[src/rtl/alu_pipe_if.sv]
// Handshake bundle for alu_pipe: operand offer in, result/flags out.
// The producer/consumer side uses the master modport, the ALU uses slave.
interface alu_pipe_if #(
    parameter int unsigned WIDTH = 16,
    parameter int unsigned OPW   = 8
);
    logic             in_valid;
    logic             in_ready;
    logic [WIDTH-1:0] A;
    logic [WIDTH-1:0] B;
    logic [OPW-1:0]   Opcode;
    logic             out_valid;
    logic             out_ready;
    logic [WIDTH-1:0] C;
    logic [4:0]       Flags;
    logic             err;

    modport master (
        output in_valid, A, B, Opcode, out_ready,
        input  in_ready, out_valid, C, Flags, err
    );

    modport slave (
        input  in_valid, A, B, Opcode, out_ready,
        output in_ready, out_valid, C, Flags, err
    );
endinterface

[src/rtl/alu_pipe.sv]
// Valid/ready ALU: single-cycle arithmetic/logic/shift ops plus an iterative
// shift-add multiplier; results and {C,L,F,Z,N} flags are registered.
module alu_pipe #(
    parameter int unsigned WIDTH = 16,
    parameter int unsigned OPW   = 8
) (
    input logic       clk,
    input logic       rst_n,
    alu_pipe_if.slave bus
);
    localparam int unsigned    CntW   = $clog2(WIDTH + 1);
    localparam int unsigned    M      = WIDTH - 1;
    localparam logic [WIDTH-1:0] WidthW = WIDTH'(WIDTH);

    localparam logic [OPW-1:0] OpAdd  = OPW'(8'h05);
    localparam logic [OPW-1:0] OpAddu = OPW'(8'h06);
    localparam logic [OPW-1:0] OpAddc = OPW'(8'h07);
    localparam logic [OPW-1:0] OpSub  = OPW'(8'h09);
    localparam logic [OPW-1:0] OpCmp  = OPW'(8'h0B);
    localparam logic [OPW-1:0] OpAnd  = OPW'(8'h01);
    localparam logic [OPW-1:0] OpOr   = OPW'(8'h02);
    localparam logic [OPW-1:0] OpXor  = OPW'(8'h03);
    localparam logic [OPW-1:0] OpMov  = OPW'(8'h0D);
    localparam logic [OPW-1:0] OpLsh  = OPW'(8'h84);
    localparam logic [OPW-1:0] OpMul  = OPW'(8'h0E);

    typedef enum logic [0:0] {StIdle, StMul} state_e;

    state_e           state_q, state_d;
    logic [WIDTH-1:0] c_q, c_d;
    logic [4:0]       flags_q, flags_d;
    logic             err_q, err_d;
    logic             out_valid_q, out_valid_d;
    logic [WIDTH-1:0] mcand_q, mcand_d;
    logic [WIDTH-1:0] mplier_q, mplier_d;
    logic [WIDTH-1:0] acc_q, acc_d;
    logic [CntW-1:0]  cnt_q, cnt_d;

    logic             accept, is_mul, mul_done;
    logic [WIDTH-1:0] a, b, res, lsh, nb;
    logic [WIDTH:0]   add_w, addc_w, sub_w;
    logic [4:0]       flg;
    logic             ill, set_zn;

    assign a        = bus.A;
    assign b        = bus.B;
    assign is_mul   = (bus.Opcode == OpMul);
    assign mul_done = (state_q == StMul) && (cnt_q == CntW'(WIDTH));
    // Gated by rst_n so nothing is offered while the block is held in reset.
    assign bus.in_ready  = rst_n && (state_q == StIdle) && (!out_valid_q || bus.out_ready);
    assign accept        = bus.in_valid && bus.in_ready;
    assign bus.out_valid = out_valid_q;
    assign bus.C         = c_q;
    assign bus.Flags     = flags_q;
    assign bus.err       = err_q;

    assign add_w  = {1'b0, a} + {1'b0, b};
    assign addc_w = add_w + {{WIDTH{1'b0}}, flags_q[4]};
    assign sub_w  = {1'b0, a} - {1'b0, b};

    // Signed shift amount: non-negative shifts left, negative shifts right.
    always_comb begin
        nb  = '0 - b;
        lsh = '0;
        if (!b[M]) begin
            if (b < WidthW) lsh = a << b;
        end else begin
            if (nb < WidthW) lsh = a >> nb;
        end
    end

    always_comb begin
        res    = '0;
        flg    = flags_q;
        ill    = 1'b0;
        set_zn = 1'b1;
        case (bus.Opcode)
            OpAdd: begin
                res    = add_w[M:0];
                flg[4] = add_w[WIDTH];
                flg[2] = (a[M] == b[M]) && (add_w[M] != a[M]);
            end
            OpAddu: begin
                res    = add_w[M:0];
                flg[4] = add_w[WIDTH];
            end
            OpAddc: begin
                res    = addc_w[M:0];
                flg[4] = addc_w[WIDTH];
                flg[2] = (a[M] == b[M]) && (addc_w[M] != a[M]);
            end
            OpSub: begin
                res    = sub_w[M:0];
                flg[4] = sub_w[WIDTH];
                flg[2] = (a[M] != b[M]) && (sub_w[M] != a[M]);
            end
            OpCmp: begin
                res    = a;
                set_zn = 1'b0;
                flg[3] = (a < b);
                flg[1] = (a == b);
                flg[0] = ($signed(a) < $signed(b));
            end
            OpAnd:   res = a & b;
            OpOr:    res = a | b;
            OpXor:   res = a ^ b;
            OpMov:   res = b;
            OpLsh:   res = lsh;
            OpMul:   set_zn = 1'b0;
            default: begin
                ill    = 1'b1;
                set_zn = 1'b0;
            end
        endcase
        if (set_zn) begin
            flg[1] = ~|res;
            flg[0] = res[M];
        end
    end

    always_ff @(posedge clk or negedge rst_n) begin
        if (!rst_n) state_q <= StIdle;
        else        state_q <= state_d;
    end

    always_comb begin
        state_d = state_q;
        unique case (state_q)
            StIdle:  if (accept && is_mul) state_d = StMul;
            StMul:   if (mul_done) state_d = StIdle;
            default: state_d = StIdle;
        endcase
    end

    always_comb begin
        c_d         = c_q;
        flags_d     = flags_q;
        err_d       = err_q;
        out_valid_d = out_valid_q;
        mcand_d     = mcand_q;
        mplier_d    = mplier_q;
        acc_d       = acc_q;
        cnt_d       = cnt_q;
        if (out_valid_q && bus.out_ready) out_valid_d = 1'b0;
        unique case (state_q)
            StIdle: begin
                if (accept && is_mul) begin
                    mcand_d  = a;
                    mplier_d = b;
                    acc_d    = '0;
                    cnt_d    = '0;
                end else if (accept) begin
                    c_d         = res;
                    flags_d     = flg;
                    err_d       = ill;
                    out_valid_d = 1'b1;
                end
            end
            StMul: begin
                if (mul_done) begin
                    c_d         = acc_q;
                    flags_d[1]  = ~|acc_q;
                    flags_d[0]  = acc_q[M];
                    err_d       = 1'b0;
                    out_valid_d = 1'b1;
                end else begin
                    acc_d    = acc_q + (mplier_q[0] ? mcand_q : '0);
                    mcand_d  = mcand_q << 1;
                    mplier_d = mplier_q >> 1;
                    cnt_d    = cnt_q + CntW'(1);
                end
            end
            default: ;
        endcase
    end

    always_ff @(posedge clk or negedge rst_n) begin
        if (!rst_n) begin
            c_q         <= '0;
            flags_q     <= '0;
            err_q       <= 1'b0;
            out_valid_q <= 1'b0;
            mcand_q     <= '0;
            mplier_q    <= '0;
            acc_q       <= '0;
            cnt_q       <= '0;
        end else begin
            c_q         <= c_d;
            flags_q     <= flags_d;
            err_q       <= err_d;
            out_valid_q <= out_valid_d;
            mcand_q     <= mcand_d;
            mplier_q    <= mplier_d;
            acc_q       <= acc_d;
            cnt_q       <= cnt_d;
        end
    end
endmodule

[src/flat_wrapper.sv]
// flat-port wrapper written by rule: the top's interface ports become plain ports
module alu_pipe_flat 
#(
    parameter int unsigned WIDTH = 16,
    parameter int unsigned OPW   = 8
)
  (clk, rst_n, bus_in_valid, bus_A, bus_B, bus_Opcode, bus_out_ready, bus_in_ready, bus_out_valid, bus_C, bus_Flags, bus_err);
  alu_pipe_if #(.WIDTH(WIDTH), .OPW(OPW)) bus_i ();
  input logic clk;
  input logic rst_n;
  input wire logic [$bits(bus_i.in_valid)-1:0] bus_in_valid;
  input wire logic [$bits(bus_i.A)-1:0] bus_A;
  input wire logic [$bits(bus_i.B)-1:0] bus_B;
  input wire logic [$bits(bus_i.Opcode)-1:0] bus_Opcode;
  input wire logic [$bits(bus_i.out_ready)-1:0] bus_out_ready;
  output wire logic [$bits(bus_i.in_ready)-1:0] bus_in_ready;
  output wire logic [$bits(bus_i.out_valid)-1:0] bus_out_valid;
  output wire logic [$bits(bus_i.C)-1:0] bus_C;
  output wire logic [$bits(bus_i.Flags)-1:0] bus_Flags;
  output wire logic [$bits(bus_i.err)-1:0] bus_err;
  assign bus_i.in_valid = bus_in_valid;
  assign bus_i.A = bus_A;
  assign bus_i.B = bus_B;
  assign bus_i.Opcode = bus_Opcode;
  assign bus_i.out_ready = bus_out_ready;
  assign bus_in_ready = bus_i.in_ready;
  assign bus_out_valid = bus_i.out_valid;
  assign bus_C = bus_i.C;
  assign bus_Flags = bus_i.Flags;
  assign bus_err = bus_i.err;
  alu_pipe #(.WIDTH(WIDTH), .OPW(OPW)) u_core (.clk(clk), .rst_n(rst_n), .bus(bus_i));
endmodule
[config.mk]
export PLATFORM = sky130hd
export DESIGN_NAME = alu_pipe_flat
export DESIGN_NICKNAME = d
export VERILOG_FILES = /design/src/rtl/alu_pipe_if.sv /design/src/rtl/alu_pipe.sv /design/src/flat_wrapper.sv
export SDC_FILE = /design/constraint.sdc
export NUM_CORES = 1
export LEC_CHECK = 0
export CORE_MARGIN = 5
export CORE_UTILIZATION = 45
export CTS_BUF_LIST = sky130_fd_sc_hd__clkbuf_8
export CTS_CLUSTER_DIAMETER = 150
export CTS_CLUSTER_SIZE = 16
export DETAILED_ROUTE_END_ITERATION = 8
export PLACE_DENSITY = 0.75
export SLEW_MARGIN = 20
export SYNTH_ARGS = -nofsm -noshare
export SYNTH_HDL_FRONTEND = slang
export SYNTH_SLANG_ARGS = --single-unit
[constraint.sdc]
create_clock -name clk -period 3.9 [get_ports clk]
set_input_delay 0.78 -clock clk [delete_from_list [all_inputs] [get_ports clk]]
set_output_delay 0.78 -clock clk [all_outputs]
set_load 0.02 [all_outputs]
After elaboration in Yosys (flattened, before gate mapping)
Cells that the tools add are included.
- add/sub/neg operators: 6
- magnitude comparators: 4
- equal/unequal tests: 24
- shift-type cells: 2
- muxes and demuxes: 43
- bitwise logic cells: 5
- reduce and logical (&&, ||, !) cells: 26
- operator list (kind ; number):
    $mux W16 ; 13
    $pmux W16 S9 ; 1
    $pmux W16 S2 ; 4
    $eq A8 B4 Y1 const B ; 4
    $lt A16 B16 Y1 ; 2
    $lt A16 B5 Y1 const B ; 2
    $reduce_or A16 Y1 ; 2
    $eq A8 B3 Y1 const B ; 3
    $add A16 B16 Y17 ; 1
    $add A17 B1 Y17 ; 1
    $sub A16 B16 Y17 ; 1
    $add A16 B16 Y16 ; 1
    $and A16 B16 Y16 ; 1
    $eq A16 B16 Y1 ; 1
    $eq A8 B2 Y1 const B ; 2
    $or A16 B16 Y16 ; 1
    $reduce_and A4 Y1 ; 4
    $shl A16 B16 Y16 ; 1
    $shr A16 B16 Y16 ; 1
    $sub A1 B16 Y16 const A ; 1
    $xor A16 B16 Y16 ; 1
    $mux W1 ; 11
    $reduce_or A11 Y1 ; 1
    $mux W2 ; 5
    other kinds (23) ; 45
- bits in registers: 77

Logic depth before layout (Yosys ltp)
Gate-level depths: netlist (run 1).
- depth in word-level cells: 11
- depth in mapped cells: 16
- mapped depth without buffers: 14

Least setup slack after synthesis (run 1)
Ideal clock, no wire load.
- kind: input to register
- start point: input bus_B[2]
- end point: register u_core.flags_q[2] (netlist: u_core.bus.Flags[2])
- setup time: 82 ps
- data arrival time: 3918 ps
- setup slack: -100 ps
- stages on the path: 14
- buffers on the path: 2
- path through: buf_2 -> inv_2 -> buf_1 -> ha_1 -> a211oi_2 -> o21ai_1 -> a221oi_1 -> a21oi_1 -> xnor2_1 -> nand3b_1 -> or4_1 -> mux2i_1 -> a41o_1 -> a31oi_1
- word-level cells in the longest chain between the ends: 5
- elaborated cells between the ends (all ways): 10
- those cells by class: 3 x add/sub; 3 x eq/ne; 1 x mux; 3 x reduce/logical
- RTL lines (what ; RTL line ; source):
    start: declaration ; flat_wrapper.sv:13 ; input wire logic [$bits(bus_i.B)-1:0] bus_B;
    $add A16 B16 Y17 ; alu_pipe.sv:57 ; assign add_w = {1'b0, a} + {1'b0, b};
    $add A17 B1 Y17 ; alu_pipe.sv:58 ; assign addc_w = add_w + {{WIDTH{1'b0}}, flags_q[4]};
    $ne A1 B1 Y1 ; alu_pipe.sv:90 ; flg[2] = (a[M] == b[M]) && (addc_w[M] != a[M]);
    $logic_and A1 B1 Y1 ; alu_pipe.sv:90 ;
    $pmux W1 S3 * ; alu_pipe.sv:77 ; case (bus.Opcode)
    end signal: assignment ; alu_pipe.sv:189 ; flags_q <= flags_d;
    end: declaration ; alu_pipe.sv:31 ; logic [4:0] flags_q, flags_d;
Mark *: on every way between the ends. The rest lies on a longest branch, timed or not.
A chain may end at the register's enable or synchronous reset.

Final worst setup path (run 1)
- start point: input bus_B[2]
- end point: register u_core.flags_q[1] (netlist: u_core.bus.Flags[1])
- word-level cells in the longest chain between the ends: 11
- elaborated cells between the ends (all ways): 23
- those cells by class: 4 x add/sub; 2 x order compare; 1 x eq/ne; 2 x shift; 9 x mux; 3 x bitwise; 2 x reduce/logical
- RTL lines (what ; RTL line ; source):
    $sub A1 B16 Y16 ; alu_pipe.sv:63 ; nb = '0 - b;
    $lt A16 B5 Y1 / $shr A16 B16 Y16 (equally long branches) ; alu_pipe.sv:68 ; if (nb < WidthW) lsh = a >> nb;
    $mux W16 ; alu_pipe.sv:68 ;
    $mux W16 ; alu_pipe.sv:65 ; if (!b[M]) begin
    $pmux W16 S9 ; alu_pipe.sv:77 ;
    $reduce_or A16 Y1 ; alu_pipe.sv:116 ; flg[1] = ~|res;
    $logic_not A1 Y1 ; alu_pipe.sv:116 ;
    $mux W2 * ; alu_pipe.sv:115 ; if (set_zn) begin
    $mux W2 * ; alu_pipe.sv:152 ; end else if (accept) begin
    $mux W2 * ; alu_pipe.sv:147 ; if (accept && is_mul) begin
    $pmux W2 S2 * ; alu_pipe.sv:145 ; unique case (state_q)
Mark *: on every way between the ends. The rest lies on a longest branch, timed or not. The select of a mux whose other input is x is not followed.

==> reports/results.tsv, run 1 <==
stage	metric	value	unit
sta	post-layout min period	3810	ps
sta	Hold WS	240	ps
drt	wirelength, routed	39.4	mm
floorplanning	io pins	68	
global_route	gr ovfl total	0	
clock_tree	clk_lat worst skew	400	ps
sta	final max-slew violation count	0	
logic_synthesis	most numerous cell in the Yosys netlist	nor2_1	
sta	Setup Viol. Count Final	0	
setup_path	critical path type	input pin to flop	
final_layout	Final nets	1589	
setup_path	critical path data required time	4200	ps
clock_tree	CTS root buf	clkbuf_8	
setup_path	crit end category	flop	
logic_synthesis	Post-synth top cells	106 x nor2_1, 105 x nand2_1, 94 x a21oi_1	
sta	Clock Skew	15.8	ps
logic_synthesis	post-synth top area share	19.7	%
final_layout	fillers	1896	
clock_tree	clock buffer depth	2	
setup_path	crit-path leading delay family	simple AND/OR/NAND/NOR gates	
global_route	vias in the first global route	10400	
sta	Slew Limit Headroom	43.9	%
power	pwr/cell area	365	nW/um^2
floorplanning	Initial Util	45.2	%
clock_tree	CTS Hold Bufs	0	
setup_path	Top cell by count, worst path	nand4_1	
sta	slack of the critical path	86.6	ps
setup_path	Critical Path, Cell by Cell	clkdlybuf4s50_1 > inv_2 > ha_2 > buf_6 > nor3_1 > o2111ai_1 > o2111ai_1 > a2111oi_2 > buf_4 > nand4_1 > nor4_2 > nand4_1 > nor4_1 > nand4_1 > o31ai_2	
setup_path	depth of the worst register-to-register path	13	
global_route	first-pass GRT wire length	60.4	mm
logic_synthesis	Syn Std Cell Area	9770	sq um
logic_synthesis	synthesized flop and latch total	77	
logic_synthesis	top_reg_cell synth	dfrtp_1	
logic_synthesis	Syn Area/Cell	8.18	sq um
floorplanning	Die Area	24800	sq um
drt	Iter 0 DRT Violations	1109	
power	PnR Total Power	4.82	mW
logic_synthesis	ys async rst share	100	%
placed_design	Port-buffer cells	67	
sta	Tcrit/Tclk final	97.8	%
final_layout	ant diodes	0	
clock_tree	CTS H-tree lvls	3	
placed_design	DPL Wire Length	31.5	mm
power	VDD IR max	0.236	mV
sta	final hold vios	0	
drt	vias per cell	6.15	
placed_design	Post-DP Area	12600	sq um
floorplanning	FP Rows	54	
setup_path	Max stage delay on crit path	520	ps
final_layout	Finished Layout Cells	1759	
logic_synthesis	cell taking the most area after synthesis	dfrtp_1	
worst_hold_path	worst hold-check path type	input pin to asynchronous set/reset pin	
placed_design	Final GP Congestion	1.06	
placed_design	pre-CTS setup slack	-614	ps
logic_synthesis	number of synthesized flops with an enable pin	0	
global_route	GR Util All Layers	31.4	%
placed_design	Placed Cells	1735	
setup_path	maximum fanout along the worst path	7	
final_layout	ratio of cells with drive above 1 in the final layout	30.5	%
logic_synthesis	Ys Warns	0	
setup_path	Setup crit start kind	input pin	
clock_tree	clk sink count	77	
setup_path	Worst path slowest cell	clkdlybuf4s50_1	
setup_path	CP arrival	4110	ps
drt	Post-DRT Antenna Nets	0	
setup_path	crit path buf inv count	4	
sta	Least-Margin Pin Slew	842	ps
global_route	initial antenna violation count	0	
clock_tree	Clock transition at path regs	100	ps
final_layout	area delta synth->final	35.0	%
sta	Setup TNS	0	ps
logic_synthesis	post-synthesis sequential area ratio	19.7	%
final_layout	post-route cell area	13200	sq um
clock_tree	CTS tree	done	
drt	DR pass1 iterations	5	
power	LEAKAGE	5.81	nW
drt	vias	10800	
floorplanning	Die Wd	157	um
clock_tree	CTS Buf Count	9	
logic_synthesis	Mapped Cells	1194	
floorplanning	Die Y	157	um
logic_synthesis	syn_nets	1309	
sta	Fmax	262	MHz
drt	DR WL/cell	22.4	um
floorplanning	core area	21600	sq um
outcome	status	complete, no violations	
final_layout	area occupied by multi-input gates	7590	sq um
final_layout	Seq. cell area	1930	sq um
drt	DRC Markers	0	
run	Max Cap Violations	0	
setup_path	Stages on worst setup path	15	
logic_synthesis	post-synth cell types	95	
final_layout	final core utilization	61.0	%
global_route	largest net degree at the start of global routing	59	
logic_synthesis	top cells by area, synth	dfrtp_1 20%, ha_1 8.7%, mux2i_1 6.4%, mux4_2 6.2%, a21oi_1 4.8%	
## cells in the final DEF, fill, tap and decap left out, drive strengths merged, types with 15 or more instances in the layout
master / Yosys / final
buf: 35 / 295
nor2: 106 / 106
nand2: 105 / 105
a21oi: 96 / 96
dfrtp: 77 / 77
ha: 68 / 68
mux2i: 62 / 62
clkdlybuf4s50: 0 / 61
inv: 50 / 55
o21ai: 49 / 49
nor3: 38 / 38
nand3: 36 / 36
xnor2: 35 / 35
mux4: 27 / 27
nor4: 26 / 26
and2: 20 / 20
nand4: 19 / 19
xor2: 19 / 19
mux2: 19 / 19
nand2b: 17 / 17
a211oi: 16 / 16
o31ai: 15 / 15
## sequential cells by signal (all words and copies together), names as in the netlist
register              cells
u_core.acc_q             16
u_core.bus.C             16
u_core.mcand_q           16
u_core.mplier_q          16
u_core.bus.Flags          5
u_core.cnt_q              5
u_core.bus.err            1
u_core.bus.out_valid      1
u_core.state_q            1
## per-layer routing
metal	vias to the layer above	global-route usage, %	wire length (um)
met5	-	0	0
met4	0	8.89	1230
met3	89	6.98	3850
met2	570	49.2	17600
met1	5183	43.6	16700
li1	4982	-	-
## logic make-up after synthesis
group	synth area share, %
buf+inv	6.24
mux	14.8
simple gates	22.7
flops	19.7
compound gates	22.2
xor+xnor	5.07
fa+ha+maj	9.33
## path summary, 6_finish.rpt
path | slack [ps] | to | from
worst max-delay path | 90 | u_core.bus.Flags[1] | bus_B[2]
worst min-delay path | 240 | u_core.cnt_q[2] | rst_n
worst max register to register | 430 | u_core.acc_q[14] | u_core.mplier_q[0]
worst min register to register | 490 | u_core.bus.Flags[3] | u_core.bus.Flags[3]
max in group asynchronous | 2560 | u_core.state_q | rst_n
min in group clk | 490 | u_core.bus.Flags[3] | u_core.bus.Flags[3]
## repair_timing
item	CTS	global route
setup endpoints to repair	11	19
pin swaps	5	36
endpoints found under the hold margin	0	0
buffers inserted	1	7
gates resized for setup	11	63
## where the power goes
part,total [mW],internal (mW),switching [mW]
sequential,1.42,1.11,0.308
combinational,2.78,1.32,1.47
clock,0.614,0.246,0.368
total,4.82,2.67,2.14
## cell type report
type / count / area share (%)
clock inverter: 7 / 0.493
inverter: 52 / 1.53
sequential: 77 / 14.6
tap: 280 / 2.66
multi-input combinational: 974 / 57.6
timing repair buffer: 360 / 22.2
clock buffer: 9 / 0.940
Note: power is estimated with default switching activity, not from simulation.
==> run 2, diff against run 1 <==
--- a/config.mk
+++ b/config.mk
@@ -12,6 +12,7 @@
 export CTS_CLUSTER_SIZE = 16
 export DETAILED_ROUTE_END_ITERATION = 8
 export PLACE_DENSITY = 0.75
+export REMOVE_ABC_BUFFERS = 1
 export SLEW_MARGIN = 20
 export SYNTH_ARGS = -nofsm -noshare
 export SYNTH_HDL_FRONTEND = slang
==> run 2 against run 1 <==
Against the previous run:
- total power grew 1.4%
- sequential power is essentially flat
- first-iteration DRC count grew 16%
- critical endpoint unchanged
==> reports/results.tsv, run 2 (same netlist as run 1, synthesis figures left out) <==
stage	metric	value	unit
sta	post-layout min period	3840	ps
run	Max Cap Violations	0	
sta	RSZ-0062 raised after global routing	yes	
setup_path	maximum fanout along the worst path	5	
worst_hold_path	worst hold-check path type	input pin to asynchronous set/reset pin	
final_layout	ant diodes	0	
clock_tree	CTS Hold Bufs	0	
sta	Least-Margin Pin Slew	1040	ps
clock_tree	clock buffer depth	2	
sta	final max-slew violation count	0	
setup_path	Max stage delay on crit path	430	ps
final_layout	ratio of cells with drive above 1 in the final layout	31.9	%
global_route	GR Util All Layers	31.1	%
floorplanning	core area	21600	sq um
clock_tree	CTS tree	done	
final_layout	Final nets	1596	
global_route	initial antenna violation count	0	
floorplanning	Die Area	24800	sq um
setup_path	crit-path leading delay family	buffers and inverters	
placed_design	Port-buffer cells	67	
sta	Slew Limit Headroom	30.4	%
clock_tree	Clock transition at path regs	100	ps
clock_tree	clk_lat worst skew	380	ps
power	sequential group share of total power	29.0	%
final_layout	commonest non-fill, non-tap cells in the layout	293 x buf_4, 105 x nand2_1, 104 x nor2_1	
placed_design	Placed Cells	1739	
global_route	vias in the first global route	10700	
global_route	first-pass GRT wire length	59.8	mm
clock_tree	CTS H-tree lvls	3	
drt	DR WL/cell	22.4	um
final_layout	Finished Layout Cells	1766	
floorplanning	Initial Util	45.2	%
setup_path	crit path buf inv count	5	
clock_tree	clk sink count	77	
placed_design	DPL Wire Length	31.5	mm
setup_path	CP arrival	4130	ps
power	pwr/cell area	366	nW/um^2
drt	DRC Markers	0	
floorplanning	FP Rows	54	
global_route	gr ovfl total	0	
floorplanning	Die Wd	157	um
global_route	largest net degree at the start of global routing	60	
drt	wirelength, routed	39.6	mm
power	switching share of power	44.7	%
drt	vias per cell	6.22	
placed_design	Final GP Congestion	1.08	
clock_tree	CTS Buf Count	9	
power	reported net switching power	2.18	mW
drt	vias	11000	
sta	final hold vios	0	
power	LEAKAGE	5.83	nW
setup_path	Top cell by count, worst path	buf_4	
final_layout	commonest non-fill, non-tap cell in the layout	buf_4	
power	combinational power share	58.5	%
final_layout	area delta synth->final	36.6	%
setup_path	Setup crit start kind	input pin	
setup_path	Critical Path, Cell by Cell	clkdlybuf4s50_1 > buf_4 > fa_2 > buf_4 > a211o_1 > a21oi_2 > nor2_2 > buf_4 > buf_4 > xnor2_1 > nor2_1 > a211oi_2 > nand4_1 > nor4_1 > nand4_1 > o31ai_2	
clock_tree	CTS root buf	clkbuf_8	
setup_path	critical path type	input pin to flop	
setup_path	crit end category	flop	
setup_path	critical path data required time	4190	ps
power	Clock power frac	12.5	%
drt	DR pass1 iterations	5	
outcome	status	complete, no violations	
power	Internal Power	2.70	mW
floorplanning	Die Y	157	um
setup_path	Worst path slowest cell	clkdlybuf4s50_1	
drt	Iter 0 DRT Violations	1288	
power	PnR Total Power	4.88	mW
sta	Fmax	260	MHz
drt	Post-DRT Antenna Nets	0	
floorplanning	io pins	68	
sta	Tcrit/Tclk final	98.5	%
power	VDD IR max	0.314	mV
sta	Clock Skew	23.9	ps
sta	Setup Viol. Count Final	0	
## run 2: routing by layer
| metal | routed length [um] | up-vias | GRT usage, % | part of all wire [%] |
|---|---|---|---|---|
| met3 | 4110 | 105 | 8.55 | 10 |
| met2 | 17000 | 620 | 47.0 | 43 |
| li1 | - | 5014 | - | - |
| met5 | 0 | - | 0 | 0 |
| met4 | 1800 | 0 | 10.8 | 4.5 |
| met1 | 16700 | 5253 | 42.9 | 42 |
## run 2: path summary, 6_finish.rpt
check | startpoint | endpoint | slack, ps | cells past startpoint
setup / recovery | bus_A[1] | u_core.bus.Flags[1] | 60 | 16
hold / removal | rst_n | u_core.bus.Flags[2] | 200 | 1
setup reg to reg | u_core.mplier_q[0] | u_core.acc_q[12] | 330 | 13
hold reg to reg | u_core.bus.C[2] | u_core.bus.C[2] | 490 | 2
max in group asynchronous | rst_n | u_core.state_q | 2420 | 3
min in group clk | u_core.bus.C[2] | u_core.bus.C[2] | 490 | 2
## run 2: what timing repair did
item,in CTS,in global routing
buffers inserted,1,9
endpoints found under the setup margin,5,14
hold endpoints to repair,0,0
resized for setup,7,83
gates cloned,0,1
pin swaps,3,37
## run 2: power by group through the flow
stage          sequential, mW  clock (mW)  combinational, mW
4_1_cts                  1.39       0.616               2.71
3_3_place_gp             1.39           0               2.59
5_1_grt                  1.44       0.645               3.11
3_5_place_dp             1.41           0               2.69
6_report                 1.41       0.611               2.86
2_1_floorplan            1.37           0               1.69
## run 2: cell type report
| class | count | area, sq um |
|---|---|---|
| Fill cell | 1849 | 8280 |
| Multi-Input combinational cell | 974 | 7670 |
| Clock buffer | 9 | 124 |
| Clock inverter | 7 | 63.8 |
| Timing Repair Buffer | 367 | 3010 |
| Sequential cell | 77 | 1930 |
| Tap cell | 280 | 350 |
| Inverter | 52 | 195 |
## run 2: through the flow
| stage | utilization, % | instance area (sq um) | setup WS [ps] | hold slack [ps] | TNS, ps |
|---|---|---|---|---|---|
| 2_1_floorplan | - | 9350 | -83.4 | 460 | -83.4 |
| 3_3_place_gp | 58.2 | 12600 | -384 | 461 | -3640 |
| 3_5_place_dp | 58.2 | 12600 | -465 | 469 | -4790 |
| 4_1_cts | 59.3 | 12800 | 0.269 | 193 | 0 |
| 5_1_grt | 61.7 | 13300 | -108 | 188 | -301 |
| 6_report | 61.7 | 13300 | 57.6 | 199 | 0 |
